==> src/rtl/qar_sum_master.sv <==
// qar_sum_master: reads `count` words from base_addr, sums the non-negative ones
// (bit 31 clear) modulo 2^32, then stores the sum to dest_addr.
// Optional feature: define QAR_SUM_TIMEOUT_EN to abort a stalled memory request after
// TIMEOUT_CYCLES wait cycles (done + error, no store).
module qar_sum_master #(
  parameter int unsigned CNT_WIDTH      = 8,
  parameter int unsigned TIMEOUT_CYCLES = 255
) (
  input  logic                 clk,
  input  logic                 rst_n,
  input  logic                 start,
  input  logic [31:0]          base_addr,
  input  logic [CNT_WIDTH-1:0] count,
  input  logic [31:0]          dest_addr,
  output logic                 busy,
  output logic                 done,
  output logic                 error,
  output logic [31:0]          sum,
  output logic                 mem_valid,
  output logic                 mem_we,
  output logic [31:0]          mem_addr,
  output logic [31:0]          mem_wdata,
  input  logic                 mem_ready,
  input  logic [31:0]          mem_rdata
);

  typedef enum logic [2:0] {StIdle, StRead, StGap, StWrite, StDone} state_e;

  state_e               state_q, state_d;
  logic [29:0]          base_q, base_d;
  logic [29:0]          dest_q, dest_d;
  logic [CNT_WIDTH-1:0] count_q, count_d;
  logic [CNT_WIDTH-1:0] idx_q, idx_d;
  logic [31:0]          sum_q, sum_d;
  logic                 timeout;

  // Byte-lane bits of the addresses are dropped; all accesses are word aligned.
  logic unused_addr_lsb;
  assign unused_addr_lsb = ^{base_addr[1:0], dest_addr[1:0]};

`ifdef QAR_SUM_TIMEOUT_EN
  logic [7:0] wait_q, wait_d;
  logic       err_q, err_d;

  // Wait counter advances only while a request is outstanding; cleared otherwise.
  always_comb begin
    wait_d  = 8'd0;
    timeout = 1'b0;
    if ((state_q == StRead || state_q == StWrite) && !mem_ready) begin
      wait_d  = wait_q + 8'd1;
      timeout = (wait_q == 8'(TIMEOUT_CYCLES - 1));
    end
  end

  // Timeout bookkeeping registers.
  always_ff @(posedge clk or negedge rst_n) begin
    if (!rst_n) begin
      wait_q <= 8'd0;
      err_q  <= 1'b0;
    end else begin
      wait_q <= wait_d;
      err_q  <= err_d;
    end
  end

  assign error = (state_q == StDone) && err_q;
`else
  logic unused_timeout_cfg;
  assign unused_timeout_cfg = ^TIMEOUT_CYCLES;
  assign timeout            = 1'b0;
  assign error              = 1'b0;
`endif

  // Next-state and datapath update.
  always_comb begin
    state_d = state_q;
    base_d  = base_q;
    dest_d  = dest_q;
    count_d = count_q;
    idx_d   = idx_q;
    sum_d   = sum_q;
`ifdef QAR_SUM_TIMEOUT_EN
    err_d   = err_q;
`endif
    case (state_q)
      StIdle: begin
        if (start) begin
          base_d  = base_addr[31:2];
          dest_d  = dest_addr[31:2];
          count_d = count;
          idx_d   = '0;
          sum_d   = 32'd0;
`ifdef QAR_SUM_TIMEOUT_EN
          err_d   = 1'b0;
`endif
          state_d = (count == '0) ? StWrite : StRead;
        end
      end
      StRead: begin
        if (mem_ready) begin
          if (!mem_rdata[31]) sum_d = sum_q + mem_rdata;
          idx_d   = idx_q + 1'b1;
          state_d = StGap;
        end else if (timeout) begin
`ifdef QAR_SUM_TIMEOUT_EN
          err_d   = 1'b1;
`endif
          state_d = StDone;
        end
      end
      StGap: begin
        state_d = (idx_q == count_q) ? StWrite : StRead;
      end
      StWrite: begin
        if (mem_ready) begin
          state_d = StDone;
        end else if (timeout) begin
`ifdef QAR_SUM_TIMEOUT_EN
          err_d   = 1'b1;
`endif
          state_d = StDone;
        end
      end
      StDone: begin
        state_d = StIdle;
      end
      default: state_d = StIdle;
    endcase
  end

  // State and datapath registers.
  always_ff @(posedge clk or negedge rst_n) begin
    if (!rst_n) begin
      state_q <= StIdle;
      base_q  <= '0;
      dest_q  <= '0;
      count_q <= '0;
      idx_q   <= '0;
      sum_q   <= 32'd0;
    end else begin
      state_q <= state_d;
      base_q  <= base_d;
      dest_q  <= dest_d;
      count_q <= count_d;
      idx_q   <= idx_d;
      sum_q   <= sum_d;
    end
  end

  // Outputs decode from registered state only, so reset clears them without a clock.
  always_comb begin
    busy      = (state_q == StRead) || (state_q == StGap) || (state_q == StWrite);
    done      = (state_q == StDone);
    mem_valid = (state_q == StRead) || (state_q == StWrite);
    mem_we    = (state_q == StWrite);
    mem_addr  = 32'd0;
    mem_wdata = 32'd0;
    if (state_q == StRead) begin
      mem_addr = {base_q + 30'(idx_q), 2'b00};
    end else if (state_q == StWrite) begin
      mem_addr  = {dest_q, 2'b00};
      mem_wdata = sum_q;
    end
  end

  assign sum = sum_q;

endmodule

==> config.mk <==
export PLATFORM = sky130hd
export DESIGN_NAME = qar_sum_master
export DESIGN_NICKNAME = d
export VERILOG_FILES = /design/src/rtl/qar_sum_master.sv
export SDC_FILE = /design/constraint.sdc
export NUM_CORES = 1
export LEC_CHECK = 0
export ABC_AREA = 1
export BUFFER_PORTS_ARGS = -buffer_cell sky130_fd_sc_hd__buf_4
export CORE_ASPECT_RATIO = 0.6
export CORE_MARGIN = 2
export CORE_UTILIZATION = 55
export CTS_CLUSTER_DIAMETER = 80
export CTS_CLUSTER_SIZE = 30
export DETAILED_ROUTE_END_ITERATION = 10
export HOLD_SLACK_MARGIN = 0.15
export MAX_ROUTING_LAYER = met4
export PLACE_DENSITY = 0.93
export SLEW_MARGIN = 20
export SYNTH_ARGS = -nofsm -noshare
export SYNTH_HDL_FRONTEND = slang
export SYNTH_SLANG_ARGS = --single-unit
export TNS_END_PERCENT = 5
==> constraint.sdc <==
create_clock -name clk -period 2.9 [get_ports clk]
set_clock_uncertainty 0.1 [all_clocks]
set_input_delay 0.29 -clock clk [delete_from_list [all_inputs] [get_ports clk]]
set_output_delay 0.29 -clock clk [all_outputs]
set_load 0.05 [all_outputs]
-- Word level (Yosys, flattened, before mapping)
Cells that the tools add are included.
- input port bits: 108
- register bits: 111
- output and inout port bits: 101
- logic and storage cells: 45
- $add $sub $neg: 3
- muxes and demuxes: 17
- reductions and logical operators: 10
- equality and inequality tests: 9
- operators by type and width (kind ; count):
    $mux 32 ; 7
    $pmux 32 s2 ; 1
    $add 32x32->32 ; 1
    $add 30x8->30 ; 1
    $mux 8 ; 2
    $pmux 8 s2 ; 1
    $pmux 3 s4 ; 1
    $mux 3 ; 3
    $add 8x1->8 const B ; 1
    $eq 8x8->1 ; 1
    $logic_not 8->1 ; 1
    $eq 3x2->1 const B ; 2
    $ne 2x2->1 const B ; 3
    $reduce_and 3->1 ; 2
    $mux 2 ; 2
    $reduce_and 4->1 ; 1
    $eq 3x1->1 const B ; 1
    $eq 3x3->1 const B ; 1
    $logic_not 3->1 ; 1
    $logic_or 1x1->1 ; 3
    $ne 2x1->1 const B ; 1
    $reduce_and 2->1 ; 1
    $reduce_bool 2->1 ; 1

-- Logic depth before layout (Yosys ltp)
- depth in word-level cells: 4
- depth in mapped cells: 13

-- Least setup slack after synthesis
Ideal clock, no wire load.
- path type: reg-to-output
- start: register idx_q[0]
- end: output port mem_addr[12]
- arrival: 2.790 ns
- required time: 2.510 ns
- stages on the path, launching flop included: 12
- path slack: -0.280 ns
- path through: dfrtp_1 -> ha_1 -> fa_1 -> nand2_1 -> nand2_1 -> o21ai_0 -> inv_1 -> nand2_1 -> nand2_1 -> a21oi_1 -> nor2_1 -> o21ai_0
- word-level cells in the longest chain between the ends: 2
- ends and longest elaborated chain (what ; line ; source):
    start, declared ; 33 ; logic [CNT_WIDTH-1:0] idx_q, idx_d;
    start signal, assigned ; 145 ; idx_q <= idx_d;
    $add 30x8->30 ; 159 ; mem_addr = {base_q + 30'(idx_q), 2'b00};
    $mux 32 ; 158 ; if (state_q == StRead) begin
    end, declared ; 21 ; output logic [31:0] mem_addr,
Every way passes these cells.

-- Worst setup path after layout
- start: register base_q[0]
- end: output port mem_addr[26]
- word-level cells in the longest chain between the ends: 2
- ends and longest elaborated chain (what ; line ; source):
    start, declared ; 30 ; logic [29:0] base_q, base_d;
    start signal, assigned ; 142 ; base_q <= base_d;
    $add 30x8->30 ; 159 ;
    $mux 32 ; 158 ;
Every way passes these cells.

==> out/metrics.yaml <==
worst_setup_path:
  worst-path-max-fanout: 7
  regToRegEndpoint: "sum[20]"
  rrSetupSlack_ns: 0.35
  crit_path_start_kind: "flop"
  regToRegStartpoint: "sum[0]"
  end_kind: "output port"
  ff2ff_path_depth: 13
  worstPathArrival_ns: 2.55
  crit_required_ns: 2.51
  path_class: "flop to output port"
sta:
  setup_violations: 1
  finalWorstSetupSlack_ns: -0.0417
  rsz0062_at_grt: "yes"
  period_minus_slack_ns: 2.94
  drv_slew: 0
  relSlewSlack_pct: 42.3
  period_share_pct: 101
  worst_pin_slew_ns: 0.865
  fmax_mhz: 340
  finalHoldViolCount: 0
status:
  status: "complete, but fails checks"
  violations: "setup timing"
logic_synthesis:
  ys_seq_area_share_pct: 33.1
  yosysMostFrequentCell: "nand2_1"
  ys_types: 37
  yosys_warnings: 0
  synth_seq_cells: 111
  synthAdderAreaFrac_pct: 6.44
  synth_xor_area_share_pct: 1.46
  synth_edf_count: 0
  synth-simple-area-share_pct: 38.4
  synth_area_um2: 8390
  synth_ff_type: "dfrtp_1"
  synth_compound_area_share_pct: 8.76
  synth_top_family_by_area: "simple AND/OR/NAND/NOR gates"
  synth_top_cell_area_share_pct: 33.1
  async_flop_share_pct: 100
  yosys.area.top_type: "dfrtp_1"
  syn_inst: 1363
  synth_commonest_cells: "nand2_1 (584), inv_1 (216), dfrtp_1 (111)"
  avgSynthCellArea_um2: 6.16
  synth.area.mux_share_pct: 0
  synthTopCellsByArea: "dfrtp_1 (33%), nand2_1 (26%), inv_1 (9.7%)"
route:
  drt-wirelength-per-cell_um: 17.0
  drt_wl_total_um: 31300
  drt_iter0_markers: 1278
  vias: 10083
  drc_errors: 0
  firstDrtPassIters: 6
  antenna_left: 0
  viasPerCell: 5.49
placement:
  dpl_cell_area_um2: 10100
  place.gp.congestion: 1.09
  io_buffers: 201
  hpwlAfterDp_um: 22800
  dp.cells: 1746
  post-place-ws_ns: 0.0296
floorplanning:
  io_pins: 209
  die_h_um: 99.7
  start_util_pct: 57.0
  rows: 34
  die_w_um: 163
  die-area_um2: 16300
  core_um2: 14700
final_layout:
  finalInstanceArea_um2: 11300
  nets: 1782
  area_growth_syn_to_layout_pct: 34.9
  diodes: 0
  seq_area_um2: 2780
  finalNonFillerCells: 1835
  drive_above_1_share_pct: 17.1
  fillCellCount: 1105
  multi_input_comb_area_um2: 4780
global_route:
  first_global_vias: 9052
  grt.overflow.total: 0
  grt_start_max_net_pins: 64
  antenna_found_initial: 0
  grt_pass1_wl_um: 47700
  grtUsageTotal_pct: 39.1
min_path:
  hold_depth: 3
  hp-class: "input port to flop"
  holdPathEnd: "base_q[24]"
  holdCritStartpoint: "base_addr[26]"
cts:
  numCtsBuffers: 9
  clkTransAtPathRegs_ns: 0.09
  cts_tree: "yes"
  cts.sinks: 111
  clk_latency_ns: 0.36
  clockRootBuffer: "clkbuf_16"
  htreeDepth: 3
  cts.path.max_buffers: 2
pwr:
  ir_drop_uv: 771
  power_density_nw_per_um2: 1060
  p_leak_nw: 6.44
  total_power_mw: 12.0
flow_run:
  drv_cap: 0
cells by family after synthesis:
family / after synthesis
AO/OA/AOI/OAI: 136
flip-flops: 111
buffers and inverters: 253
AND/OR/NAND/NOR: 806
adder cells (fa/ha/maj): 42
other: 1
XOR/XNOR: 14
sequential cells by signal (all words and copies together), names as in the netlist:
register	cells
idx_q	8
dest_q	30
sum	32
count_q	8
state_q	3
base_q	30
layout make-up:
| cell class | instances | area share [%] |
|---|---|---|
| flip-flops and latches | 111 | 24.5 |
| well taps | 198 | 2.19 |
| multi-input cells | 1001 | 42.2 |
| clock inverters | 7 | 0.685 |
| clock buffers | 9 | 1.99 |
| repair buffers | 288 | 21.0 |
| inverters | 221 | 7.33 |
worst max-delay path by stage:
stage          cells after the start  slack, ns            to  startpoint
2_1_floorplan                     11      -0.23  mem_addr[16]    idx_q[0]
3_3_place_gp                      13       0.14  mem_addr[26]   base_q[0]
3_5_place_dp                      13       0.03  mem_addr[26]   base_q[0]
4_1_cts                           13     -0.004  mem_addr[26]   base_q[0]
5_1_grt                           13      -0.11  mem_addr[26]   base_q[0]
6_report                          13      -0.04  mem_addr[26]   base_q[0]
report_power, final:
group | internal (mW) | leakage (nW) | total (mW) | switching (mW)
logic | 2.34 | 4.87 | 7.69 | 5.35
registers | 2.23 | 1.43 | 2.99 | 0.760
clock network | 0.616 | 0.149 | 1.31 | 0.694
total | 5.18 | 6.44 | 12.0 | 6.81
through the flow:
step | hold WS, ns | TNS [ns] | util [%]
floorplan | -0.106 | -0.581 | -
global placement | 0.329 | 0 | 68.8
detailed placement | 0.336 | 0 | 68.8
CTS | 0.151 | -0.00367 | 75.7
global route | 0.181 | -0.548 | 76.9
finish | 0.180 | -0.0417 | 76.9
routing by layer:
| layer | wire length (um) | share of wire (%) | track usage [%] | vias to the layer above |
|---|---|---|---|---|
| met2 | 12600 | 40 | 52.2 | 675 |
| li1 | - | - | - | 4713 |
| met5 | 0 | 0 | - | - |
| met1 | 13500 | 43 | 58.5 | 4623 |
| met4 | 543 | 1.7 | 7.42 | 0 |
| met3 | 4670 | 15 | 11.5 | 72 |
layout by cell type (no fill, tap or decap), drive strengths merged, types with 3 or more instances in the layout:
cell type	instances
inv	224
clkbuf	9
a22o	3
dlygate4sd3	69
o21ai	75
nor3	21
o21bai	3
xor2	11
nor2	108
conb	3
nand4	11
nand3b	6
nand3	67
clkinv	4
xnor2	3
ha	40
buf	219
or2	3
nand2	587
a21oi	49
dfrtp	111
what timing repair did:
item	4_1_cts	5_1_grt
gates resized for setup	10	35
hold buffers	69	0
buffers inserted	0	4
endpoints found under the setup margin	12	22
endpoints found under the hold margin	129	0
pin swaps	0	8
critical path: stages, from the launching register on:
cell and delay (ns):
dfrtp_1 0.44, ha_4 0.20, fa_2 0.41, nand2_4 0.10, nand2_4 0.06, o21ai_4 0.09, inv_2 0.08, nand2_2 0.08
nand2_4 0.11, nand2_2 0.09, xor2_1 0.17, nand2_1 0.09, nand2_2 0.11, buf_8 0.15
(Power assumes the default switching activity.)
